==> config.mk <==
export PLATFORM = sky130hd
export DESIGN_NAME = pwm_demodulator
export DESIGN_NICKNAME = d
export VERILOG_FILES = /design/src/rtl/pwm_demodulator_pkg.sv /design/src/rtl/pwm_demodulator_pwm_in_sync.sv /design/src/rtl/pwm_demodulator.sv
export SDC_FILE = /design/constraint.sdc
export NUM_CORES = 1
export LEC_CHECK = 0
export CAP_MARGIN = 20
export CORE_MARGIN = 2
export CORE_UTILIZATION = 45
export CTS_CLUSTER_DIAMETER = 50
export DETAILED_ROUTE_END_ITERATION = 16
export GPL_TIMING_DRIVEN = 0
export HOLD_SLACK_MARGIN = 0.12
export PLACE_DENSITY_LB_ADDON = 0.08
export SYNTH_ARGS = -nofsm -noshare
export SYNTH_HDL_FRONTEND = slang
export SYNTH_HIERARCHICAL = 1
export SYNTH_SLANG_ARGS = --single-unit
==> constraint.sdc <==
create_clock -name clk -period 4.5 [get_ports clk]
set_input_delay 0.45 -clock clk [delete_from_list [all_inputs] [get_ports clk]]
set_output_delay 0.45 -clock clk [all_outputs]
set_load 0.05 [all_outputs]
==> src/rtl/pwm_demodulator_pkg.sv <==
// ---------------------------------------------------------------------------
// pwm_demodulator_pkg
// Shared definitions for the PWM demodulator:
//   - FSM state encodings ST_IDLE / ST_RUNNING
//   - AM_* parameter defaults shared with the AM PWM modulator
//   - cnt_width(): counter width helper that never returns 0
// ---------------------------------------------------------------------------
package pwm_demodulator_pkg;

  typedef enum logic [0:0] {
    ST_IDLE    = 1'b0,
    ST_RUNNING = 1'b1
  } state_t;

  localparam int AM_CLKS_PER_PWM_STEP_DEF   = 1;
  localparam int AM_PWM_STEP_PER_SAMPLE_DEF = 255;
  localparam int AM_BITS_PER_SAMPLE_DEF     = 8;

  // Width of a counter that must hold 0..n-1 (at least one bit).
  function automatic int cnt_width(input int n);
    return (n > 1) ? $clog2(n) : 1;
  endfunction

endpackage

==> src/rtl/pwm_demodulator_pwm_in_sync.sv <==
// ---------------------------------------------------------------------------
// pwm_in_sync
// Brings the asynchronous PWM pin into the clk domain and detects the rising
// edge that opens each symbol.
//
// Optional build macro: PWM_DEMOD_GLITCH_FILTER_EN
//   defined   : 3-sample majority filter after the 2-flop synchroniser,
//               pin-to-o_pwm_s latency 3 clk, single-clk glitches rejected.
//   undefined : o_pwm_s is the raw synchroniser output, latency 2 clk.
//
// Ports
//   i_clk    in  system clock
//   i_rst_n  in  asynchronous active-low reset
//   i_pwm    in  PWM pin, asynchronous to i_clk
//   o_pwm_s  out synchronised (optionally filtered) PWM level
//   o_rise   out one-cycle pulse: o_pwm_s=1 while its previous value was 0
// ---------------------------------------------------------------------------
module pwm_in_sync (
  input  logic i_clk,
  input  logic i_rst_n,
  input  logic i_pwm,
  output logic o_pwm_s,
  output logic o_rise
);

  logic r_sync1;
  logic r_sync2;
  logic r_prev;
  logic w_pwm_s;

  // Stage: two-flop synchroniser
  always_ff @(posedge i_clk or negedge i_rst_n) begin
    if (!i_rst_n) begin
      r_sync1 <= 1'b0;
      r_sync2 <= 1'b0;
    end else begin
      r_sync1 <= i_pwm;
      r_sync2 <= r_sync1;
    end
  end

`ifdef PWM_DEMOD_GLITCH_FILTER_EN
  logic r_sync3;
  logic r_sync4;

  // Stage: three-tap history for the majority vote
  always_ff @(posedge i_clk or negedge i_rst_n) begin
    if (!i_rst_n) begin
      r_sync3 <= 1'b0;
      r_sync4 <= 1'b0;
    end else begin
      r_sync3 <= r_sync2;
      r_sync4 <= r_sync3;
    end
  end

  // Two of the last three synchronised samples must agree, so a level change
  // shows one clk later and a lone one-clk pulse never reaches the output.
  assign w_pwm_s = (r_sync2 & r_sync3) | (r_sync2 & r_sync4) | (r_sync3 & r_sync4);
`else
  assign w_pwm_s = r_sync2;
`endif

  // Stage: edge-detect history
  always_ff @(posedge i_clk or negedge i_rst_n) begin
    if (!i_rst_n) begin
      r_prev <= 1'b0;
    end else begin
      r_prev <= w_pwm_s;
    end
  end

  assign o_pwm_s = w_pwm_s;
  assign o_rise  = w_pwm_s & ~r_prev;

endmodule

==> src/rtl/pwm_demodulator.sv <==
// ---------------------------------------------------------------------------
// pwm_demodulator
// Receive side of the AM PWM link: recovers one AM_BITS_PER_SAMPLE-bit sample
// per symbol of AM_PWM_STEP_PER_SAMPLE PWM steps by counting high steps, and
// pushes each sample into a downstream FIFO write port.
//
// Optional build macro: PWM_DEMOD_GLITCH_FILTER_EN (see pwm_in_sync).
//
// Ports
//   clk       in   system clock
//   rst       in   asynchronous active-low reset
//   enable    in   1 = demodulate, 0 = drop to ST_IDLE, no writes
//   pwm_in    in   PWM stream, asynchronous to clk
//   full      in   downstream FIFO full
//   sample    out  recovered sample, meaningful while write=1
//   write     out  one-cycle FIFO write strobe
//   locked    out  1 while in ST_RUNNING
//   overflow  out  sticky: a sample was dropped because full=1
//   resync    out  sticky: framing realigned mid-symbol
// ---------------------------------------------------------------------------
module pwm_demodulator
  import pwm_demodulator_pkg::*;
#(
  parameter int AM_CLKS_PER_PWM_STEP   = AM_CLKS_PER_PWM_STEP_DEF,
  parameter int AM_PWM_STEP_PER_SAMPLE = AM_PWM_STEP_PER_SAMPLE_DEF,
  parameter int AM_BITS_PER_SAMPLE     = AM_BITS_PER_SAMPLE_DEF
) (
  input  logic                          clk,
  input  logic                          rst,
  input  logic                          enable,
  input  logic                          pwm_in,
  input  logic                          full,
  output logic [AM_BITS_PER_SAMPLE-1:0] sample,
  output logic                          write,
  output logic                          locked,
  output logic                          overflow,
  output logic                          resync
);

  localparam int CLK_W  = cnt_width(AM_CLKS_PER_PWM_STEP);
  localparam int STEP_W = cnt_width(AM_PWM_STEP_PER_SAMPLE);
  localparam int W      = AM_BITS_PER_SAMPLE;

  localparam logic [CLK_W-1:0]  CLK_LAST  = CLK_W'(AM_CLKS_PER_PWM_STEP - 1);
  localparam logic [STEP_W-1:0] STEP_LAST = STEP_W'(AM_PWM_STEP_PER_SAMPLE - 1);
  localparam logic [W-1:0]      HIGH_MAX  = '1;

  // High-step counter increment that sticks at all-ones.
  function automatic logic [W-1:0] sat_inc(input logic [W-1:0] cnt, input logic inc);
    if (inc && (cnt != HIGH_MAX)) begin
      return cnt + W'(1);
    end
    return cnt;
  endfunction

  logic              w_pwm_s;
  logic              w_rise;
  logic              w_tick;
  logic              w_sym_end;
  logic              w_misalign;
  logic [W-1:0]      w_high_next;
  logic [CLK_W-1:0]  w_clk_next;

  state_t            r_state;
  logic              r_pwm_d;
  logic [CLK_W-1:0]  r_clk_cnt;
  logic [STEP_W-1:0] r_step_idx;
  logic [W-1:0]      r_high_cnt;
  logic [W-1:0]      r_sample;
  logic              r_write;
  logic              r_locked;
  logic              r_overflow;
  logic              r_resync;

  pwm_in_sync u_sync (
    .i_clk   (clk),
    .i_rst_n (rst),
    .i_pwm   (pwm_in),
    .o_pwm_s (w_pwm_s),
    .o_rise  (w_rise)
  );

  // Stage: one-cycle delay of the synchronised level. A symbol opens on the
  // rise cycle but its first tick comes a cycle later, so each tick counts the
  // level of the cycle before it; that keeps the opening high step in its own
  // symbol and leaves the next symbol's rise outside.
  always_ff @(posedge clk or negedge rst) begin
    if (!rst) begin
      r_pwm_d <= 1'b0;
    end else begin
      r_pwm_d <= w_pwm_s;
    end
  end

  // Prescaler value 0 is the tick; it is forced to 0 on symbol start so the
  // first tick lands on the following cycle.
  assign w_tick      = (r_state == ST_RUNNING) && (r_clk_cnt == '0);
  assign w_sym_end   = w_tick && (r_step_idx == STEP_LAST);
  // A rise landing on the end tick is the normal opening of the next symbol;
  // a rise at step 0 is on time; anything else means framing has slipped.
  assign w_misalign  = w_rise && (r_step_idx != '0) && !w_sym_end;
  assign w_high_next = sat_inc(r_high_cnt, r_pwm_d);
  assign w_clk_next  = (r_clk_cnt == CLK_LAST) ? '0 : r_clk_cnt + CLK_W'(1);

  // Stage: framing FSM, counters and registered outputs
  always_ff @(posedge clk or negedge rst) begin
    if (!rst) begin
      r_state    <= ST_IDLE;
      r_clk_cnt  <= '0;
      r_step_idx <= '0;
      r_high_cnt <= '0;
      r_sample   <= '0;
      r_write    <= 1'b0;
      r_locked   <= 1'b0;
      r_overflow <= 1'b0;
      r_resync   <= 1'b0;
    end else begin
      r_write <= 1'b0;
      case (r_state)
        ST_IDLE: begin
          r_clk_cnt  <= '0;
          r_step_idx <= '0;
          r_high_cnt <= '0;
          if (enable && w_rise) begin
            r_state  <= ST_RUNNING;
            r_locked <= 1'b1;
          end
        end

        ST_RUNNING: begin
          if (!enable) begin
            r_state    <= ST_IDLE;
            r_locked   <= 1'b0;
            r_clk_cnt  <= '0;
            r_step_idx <= '0;
            r_high_cnt <= '0;
          end else if (w_sym_end) begin
            // The final step is folded into the written value; the next
            // symbol starts immediately whether or not a rise shows up.
            if (full) begin
              r_overflow <= 1'b1;
            end else begin
              r_write  <= 1'b1;
              r_sample <= w_high_next;
            end
            r_high_cnt <= '0;
            r_step_idx <= '0;
            r_clk_cnt  <= w_rise ? '0 : w_clk_next;
          end else if (w_misalign) begin
            // Drop the partial symbol and reframe on this edge.
            r_resync   <= 1'b1;
            r_high_cnt <= '0;
            r_step_idx <= '0;
            r_clk_cnt  <= '0;
          end else begin
            // An on-time rise between ticks re-phases the prescaler.
            r_clk_cnt <= (w_rise && !w_tick) ? '0 : w_clk_next;
            if (w_tick) begin
              r_high_cnt <= w_high_next;
              r_step_idx <= r_step_idx + STEP_W'(1);
            end
          end
        end

        default: begin
          r_state  <= ST_IDLE;
          r_locked <= 1'b0;
        end
      endcase
    end
  end

  assign sample   = r_sample;
  assign write    = r_write;
  assign locked   = r_locked;
  assign overflow = r_overflow;
  assign resync   = r_resync;

endmodule

==> run_results.csv, run 1 <==
group,metric,value,unit
status,status,"finished clean",
worst_setup_path,critPathCaptureType,"primary output",
grt,largest_net_degree_at_the_start_of_global_routing,34,
yosys,post_synth_num_cell_types,40,
die,die_area,4212,um^2
timing,finalHoldViolCount,0,
power,power.static_leakage,0.8130,nW
final_layout,fill_cells,331,
cts,cts_hold_buf,0,
yosys,synth_nets,154,
timing,rsz0062_at_grt,"no",
worst_setup_path,worst_path_dominant_cell_family,"buffers and inverters",
yosys,synth_edf_count,0,
detailed_routing,antenna_violating_nets_post_route,0,
detailed_routing,wirelength,3389,um
grt,grt_first_pass_wirelength,6009,um
worst_setup_path,path_depth,1,
timing,fin_setup_tns,0,ps
detailed_routing,drt-wirelength-per-cell,15.76,um
cts,max-clock-path-buffers,2,
yosys,synth_top_cell_by_area,"sky130_fd_sc_hd__dfrtp_1",
power,power_per_cell_area,290.0,nW/um^2
placed_design,port_buffers,15,
cts,cts_tree,"yes",
worst_setup_path,timing.reg2reg.worst_path_depth,6,
yosys,post_synth_top_flop,"sky130_fd_sc_hd__dfrtp_1",
job,max-cap-violations,0,
grt,antenna_found_initial,0,
cts,postCtsSetupRepairBufs,0,
cts,clk-insertion-delay-late,280,ps
power,vdd.ir_drop.worst,0.0002072,V
worst_setup_path,rr_endpoint,"r_step_idx[1]",
yosys,proportion_of_register_bits_with_asynchronous_set_or_reset_after_synthesis,100.0,%
placed_design,placer_s_final_routability_congestion_estimate,0.9011,
die,starting_utilization_of_the_core_area,46.29,%
die,boundaryPins,17,
yosys,postSynthRegisterBits,33,
timing,max_slew_headroom_at_the_worst_pin,50.99,%
final_layout,num_antenna_cells,0,
worst_setup_path,worstSetupStartpointType,"flop",
final_layout,layout-area-overhead-vs-synth,17.47,%
worst_hold_path,min-delay-path-class,"input port to async pin",
yosys,synth_area_leaders,"sky130_fd_sc_hd__dfrtp_1 49%, sky130_fd_sc_hd__o31ai_1 5.4%, sky130_fd_sc_hd__a211oi_2 3.7%",
final_layout,finalNetCount,176,
yosys,syn-instance-count,145,
die,core_footprint,3606,um^2
cts,root_buffer,"sky130_fd_sc_hd__clkbuf_8",
die,fp.dieW,64.90,um
die,floorplan.die.height,64.90,um
die,num_rows,22,
worst_setup_path,r2r_slack,2650,ps
worst_setup_path,path_max_fanout,2,
yosys,synth_area,1669,um^2
grt,grt_usage,19.07,%
timing,final-setup-viol-count,0,
timing,period_needed,1920,ps
worst_setup_path,critical_path_required,4050,ps
yosys,synth_sequential_area_ratio,49.48,%
detailed_routing,vias,1267,
worst_setup_path,r2r-start,"r_step_idx[0]",
worst_setup_path,timing.critical_path.cells,"clkdlybuf4s50_1",
yosys,yosys_warnings,6,
worst_setup_path,worstSetupPathType,"flop to primary output",
cts,cts_num_sinks,33,
detailed_routing,drt-initial-drc-count,106,
worst_setup_path,cp_capture_point,"sample[1]",
timing,part_of_the_cycle_the_worst_path_needs,42.66,%
grt,gr-total-overflow,0,
timing,pins_over_slew_limit,0,
detailed_routing,drcViolationCount,0,
detailed_routing,via_per_instance_ratio,5.893,
cts,cts_made_buffers,5,
timing,max_freq,520.9,MHz
worst_setup_path,slowest_stage,"sky130_fd_sc_hd__clkdlybuf4s50_1",
cts,cts.htree.levels,2,
timing,max_slew.worst_pin.slew,735.2,ps
final_layout,fin_cells,215,
detailed_routing,detailedRoute.firstPassIterationCount,4,
timing,final.setup_skew,5.094,ps
placed_design,dp_hpwl,2353,um
power,p_total,0.5686,mW
yosys,yosys.area.top_type_share,49.48,%
cts,clock_transition_time_at_the_flip_flop_clock_pins_of_the_worst_setup_and_hold_paths,60,ps
yosys,post_syn_area_per_cell,11.51,um^2
final_layout,drive_above_1_share,17.96,%
worst_setup_path,critical_path.max_stage_delay,810,ps
worst_setup_path,crit_arrival,1470,ps
cts,post_cts_resize_count,0,
worst_setup_path,timing.critical_path.from,"sample[1]",
grt,grt_pass1_vias,1317,
placed_design,placed_cells_incl_taps,208,
worst_setup_path,worstPathBufferInverterCount,1,
flip-flops by register name, indices dropped and copies added, names as in the netlist:
signal          count
locked              1
overflow            1
r_high_cnt          8
r_pwm_d             1
r_state             1
r_step_idx          8
resync              1
sample              8
u_sync/o_pwm_s      1
u_sync/r_prev       1
u_sync/r_sync1      1
write               1
stage by stage:
| stage | utilization [%] | setup slack [ps] | hold slack [ps] | cell area [um^2] |
|---|---|---|---|---|
| floorplan | - | 2905 | 154.4 | 1669 |
| global placement | 52.12 | 2347 | 336.2 | 1879 |
| detailed placement | 51.98 | 2690 | 345.0 | 1874 |
| CTS | 54.37 | 2569 | 242.2 | 1961 |
| global route | 54.37 | 2516 | 269.4 | 1961 |
| finish | 54.37 | 2580 | 221.3 | 1961 |
cell families (layout without fill, tap and decap cells):
family | count (synthesis) | count (layout) | share of synthesized area (%)
AO/OA/AOI/OAI | 44 | 44 | 21.22
AND/OR/NAND/NOR | 46 | 46 | 19.79
XOR/XNOR | 3 | 3 | 1.575
buffers and inverters | 15 | 37 | 4.948
flip-flops | 33 | 33 | 49.48
adder cells (fa/ha/maj) | 4 | 4 | 2.999
synth_stat cells (2+ instances only):
master	n
sky130_fd_sc_hd__a211oi_2	5
sky130_fd_sc_hd__a21oi_1	6
sky130_fd_sc_hd__a31oi_1	3
sky130_fd_sc_hd__a41oi_1	2
sky130_fd_sc_hd__and3_1	3
sky130_fd_sc_hd__and4_1	6
sky130_fd_sc_hd__buf_2	3
sky130_fd_sc_hd__buf_6	3
sky130_fd_sc_hd__clkbuf_1	2
sky130_fd_sc_hd__dfrtp_1	33
sky130_fd_sc_hd__ha_1	4
sky130_fd_sc_hd__inv_1	7
sky130_fd_sc_hd__nand2_1	6
sky130_fd_sc_hd__nand3_1	6
sky130_fd_sc_hd__nand4_1	2
sky130_fd_sc_hd__nand4_2	2
sky130_fd_sc_hd__nor3_1	2
sky130_fd_sc_hd__nor3_2	4
sky130_fd_sc_hd__nor4_1	6
sky130_fd_sc_hd__o211ai_1	2
sky130_fd_sc_hd__o21ai_0	4
sky130_fd_sc_hd__o31ai_1	12
sky130_fd_sc_hd__o32a_1	2
sky130_fd_sc_hd__or3_1	3
sky130_fd_sc_hd__xor2_1	2
how the worst min path moves through the flow:
stage                        start        endpoint  slack (ps)  depth (start not counted)
floorplan                      rst          locked         150                          0
global placement    u_sync/r_sync1  u_sync/o_pwm_s         340                          0
detailed placement  u_sync/r_sync1  u_sync/o_pwm_s         340                          0
CTS                            rst   r_high_cnt[2]         240                          1
global route                   rst   r_high_cnt[2]         270                          1
finish                         rst       sample[5]         220                          1
placed cells by master, fill, tap and decap left out, types with 3 or more instances in the layout:
cell,netlist,final
sky130_fd_sc_hd__or3_1,3,3
sky130_fd_sc_hd__buf_2,3,4
sky130_fd_sc_hd__clkdlybuf4s50_1,0,14
sky130_fd_sc_hd__and4_1,6,6
sky130_fd_sc_hd__o21ai_0,4,4
sky130_fd_sc_hd__clkbuf_1,2,3
sky130_fd_sc_hd__dfrtp_1,33,33
sky130_fd_sc_hd__nand3_1,6,6
sky130_fd_sc_hd__a31oi_1,3,3
sky130_fd_sc_hd__ha_1,4,4
sky130_fd_sc_hd__clkbuf_8,0,6
sky130_fd_sc_hd__nor3_2,4,4
sky130_fd_sc_hd__a21oi_1,6,6
sky130_fd_sc_hd__inv_1,7,7
sky130_fd_sc_hd__a211oi_2,5,5
sky130_fd_sc_hd__buf_6,3,3
sky130_fd_sc_hd__nand2_1,6,6
sky130_fd_sc_hd__and3_1,3,3
sky130_fd_sc_hd__nor4_1,6,6
sky130_fd_sc_hd__o31ai_1,12,12
report_power, final:
part	total [mW]	switching [mW]	internal [mW]
combinational	0.0379	0.0253	0.0126
clock	0.224	0.102	0.121
sequential	0.307	0.00508	0.302
total	0.569	0.133	0.436
layer usage:
metal | vias up | GRT usage, % | part of all wire, %
met4 | 0 | 8.777 | 1.0
li1 | 605 | - | -
met2 | 18 | 32.47 | 52
met3 | 4 | 5.903 | 3.4
met1 | 640 | 21.79 | 44
met5 | - | 0 | 0
cell type report:
class	count	area [um^2]	area share [%]
plain buffers	8	56.30	2.872
clock buffers	7	86.33	4.403
inverters	7	26.28	1.340
multi-input cells	97	760.7	38.80
flip-flops and latches	33	825.8	42.12
well taps	48	60.06	3.063
repair buffers	15	145.1	7.403
(Power assumes the default switching activity.)
==> inputs of run 2 (changes only) <==
==> constraint.sdc (replaced) <==
create_clock -name clk -period 1.8 [get_ports clk]
set_input_delay 0.18 -clock clk [delete_from_list [all_inputs] [get_ports clk]]
set_output_delay 0.18 -clock clk [all_outputs]
set_load 0.05 [all_outputs]
==> run 2 against run 1 <==
  * Worst setup slack got worse by 2500 ps
  * Clock power rose to 2.5 times the previous value
  * Combinational power rose to 2.6 times the previous value
  * Clock-buffer cell count did not move
==> run_results.csv, run 2 (synthesis results as in run 1) <==
group,metric,value,unit
grt,grt_usage,19.11,%
timing,part_of_the_cycle_the_worst_path_needs,93.47,%
worst_setup_path,worstSetupStartpointType,"flop",
worst_setup_path,worstPathBufferInverterCount,2,
worst_setup_path,path_max_fanout,10,
grt,antenna_found_initial,0,
timing,pins_over_slew_limit,0,
grt,gr-total-overflow,0,
worst_setup_path,rr_endpoint,"r_high_cnt[0]",
timing,max_freq,594.4,MHz
worst_setup_path,worstSetupPathType,"flop to flop",
status,status,"finished clean",
job,max-cap-violations,0,
die,core_footprint,3606,um^2
cts,clk-insertion-delay-late,290,ps
timing,finalHoldViolCount,0,
detailed_routing,via_per_instance_ratio,5.912,
detailed_routing,vias,1283,
die,starting_utilization_of_the_core_area,46.29,%
detailed_routing,drt-initial-drc-count,108,
cts,root_buffer,"sky130_fd_sc_hd__clkbuf_8",
detailed_routing,detailedRoute.firstPassIterationCount,4,
final_layout,most_frequent_standard_cell_in_the_layout_excluding_fill_and_tap_cells,"sky130_fd_sc_hd__dfrtp_1",
die,die_area,4212,um^2
worst_hold_path,min-delay-path-class,"input port to flop",
timing,max_slew.worst_pin.slew,731.2,ps
worst_hold_path,holdPathEnd,"r_state",
grt,grt_first_pass_wirelength,6016,um
die,num_rows,22,
worst_hold_path,hold_path_depth,2,
placed_design,dp_hpwl,2353,um
grt,grt_pass1_vias,1322,
timing,rsz0062_at_grt,"yes",
power,power_per_cell_area,720.8,nW/um^2
worst_setup_path,critPathCaptureType,"flop",
placed_design,placedInstanceArea,1874,um^2
worst_setup_path,worst_path_dominant_cell_family,"compound AO/OA/AOI/OAI gates",
final_layout,layout-area-overhead-vs-synth,18.74,%
cts,cts_made_buffers,5,
cts,cts_tree,"yes",
placed_design,placer_s_final_routability_congestion_estimate,0.9011,
worst_setup_path,critical_path.max_stage_delay,440,ps
detailed_routing,wirelength,3402,um
worst_setup_path,r2r-start,"r_step_idx[1]",
timing,final.setup_skew,3.968,ps
worst_setup_path,crit_arrival,1880,ps
final_layout,fill_cells,326,
power,power.static_leakage,0.8208,nW
die,boundaryPins,17,
timing,period_needed,1682,ps
worst_setup_path,timing.reg2reg.worst_path_depth,6,
timing,max_slew_headroom_at_the_worst_pin,51.25,%
cts,cts.htree.levels,2,
power,vdd.ir_drop.worst,0.0005204,V
worst_setup_path,timing.critical_path.cells,"ha_1 > and4_1 > buf_2 > a21o_4 > buf_6 > a211oi_2",
worst_setup_path,critical_path_required,2000,ps
final_layout,finish.instance_area,1982,um^2
detailed_routing,drcViolationCount,0,
final_layout,num_antenna_cells,0,
detailed_routing,antenna_violating_nets_post_route,0,
timing,hold-worst-slack,288.4,ps
detailed_routing,drt-wirelength-per-cell,15.68,um
final_layout,drive_above_1_share,18.93,%
die,floorplan.die.height,64.90,um
final_layout,most-common-layout-cells,"32 x sky130_fd_sc_hd__dfrtp_1, 14 x sky130_fd_sc_hd__clkdlybuf4s50_1, 12 x sky130_fd_sc_hd__o31ai_1",
cts,max-clock-path-buffers,2,
timing,final-setup-viol-count,0,
worst_setup_path,slowest_stage,"sky130_fd_sc_hd__dfrtp_2",
worst_hold_path,holdCritStartpoint,"enable",
die,fp.dieW,64.90,um
cts,clock_transition_time_at_the_flip_flop_clock_pins_of_the_worst_setup_and_hold_paths,60,ps
placed_design,port_buffers,15,
worst_setup_path,r2r_slack,120,ps
cts,cts_num_sinks,33,
grt,largest_net_degree_at_the_start_of_global_routing,34,
final_layout,finalNetCount,178,
-- run 2: cell types whose count changed in the layout (fill, tap and decap cells not counted) --
cell	previous run	this run
sky130_fd_sc_hd__dfrtp_1	33	32
sky130_fd_sc_hd__buf_4	0	2
sky130_fd_sc_hd__dfrtp_2	0	1
sky130_fd_sc_hd__dlygate4sd3_1	0	1
sky130_fd_sc_hd__buf_2	4	3
-- run 2: how the worst max path moves through the flow --
stage	end	slack, ps	cells past startpoint	from
after floorplan	r_step_idx[5]	200	7	r_step_idx[0]
after global placement	u_sync/r_sync1	-80	1	rst
after detailed placement	r_step_idx[1]	-10	6	r_step_idx[0]
after CTS	r_high_cnt[0]	100	6	r_step_idx[1]
after global routing	sample[5]	-7	6	r_step_idx[0]
final	r_high_cnt[0]	120	6	r_step_idx[1]
-- run 2: through the flow --
step / utilization, % / setup TNS (ps) / worst slack [ps] / power (mW) / std cells
floorplan: - / 0 / 204.6 / 0.8350 / 145
global placement: 52.12 / -2741 / -83.29 / 0.8784 / 208
detailed placement: 51.98 / -9.724 / -9.533 / 0.8781 / 208
CTS: 54.93 / 0 / 95.49 / 1.449 / 217
global route: 54.96 / -13.29 / -6.730 / 1.497 / 217
finish: 54.96 / 0 / 117.5 / 1.428 / 217
-- run 2: what timing repair did --
| item | CTS | global route |
|---|---|---|
| setup buffers | 1 | 0 |
| hold buffers | 1 | 0 |
| resized for setup | 1 | 1 |
| endpoints found under the hold margin | 33 | 0 |
| setup endpoints to repair | 10 | 5 |
-- run 2: final cells by class --
class                           count  area, um^2  share of cell area [%]
Sequential cell                    33       827.0                   41.73
Multi-Input combinational cell     97       760.7                   38.38
Timing Repair Buffer               17       162.7                   8.207
Clock buffer                        7       86.33                   4.356
Tap cell                           48       60.06                   3.030
Buffer                              8       58.81                   2.967
Inverter                            7       26.28                   1.326
-- run 2: power breakdown --
part | switching (mW) | internal [mW]
combinational | 0.0648 | 0.0344
sequential | 0.0114 | 0.755
clock | 0.260 | 0.303
-- run 2: metal layers --
| layer | vias up | global-route usage, % | routed length (um) |
|---|---|---|---|
| li1 | 610 | - | - |
| met1 | 647 | 21.68 | 1473 |
| met5 | - | 0 | 0 |
| met3 | 5 | 5.903 | 116 |
| met2 | 21 | 32.73 | 1755 |
| met4 | 0 | 8.777 | 57 |
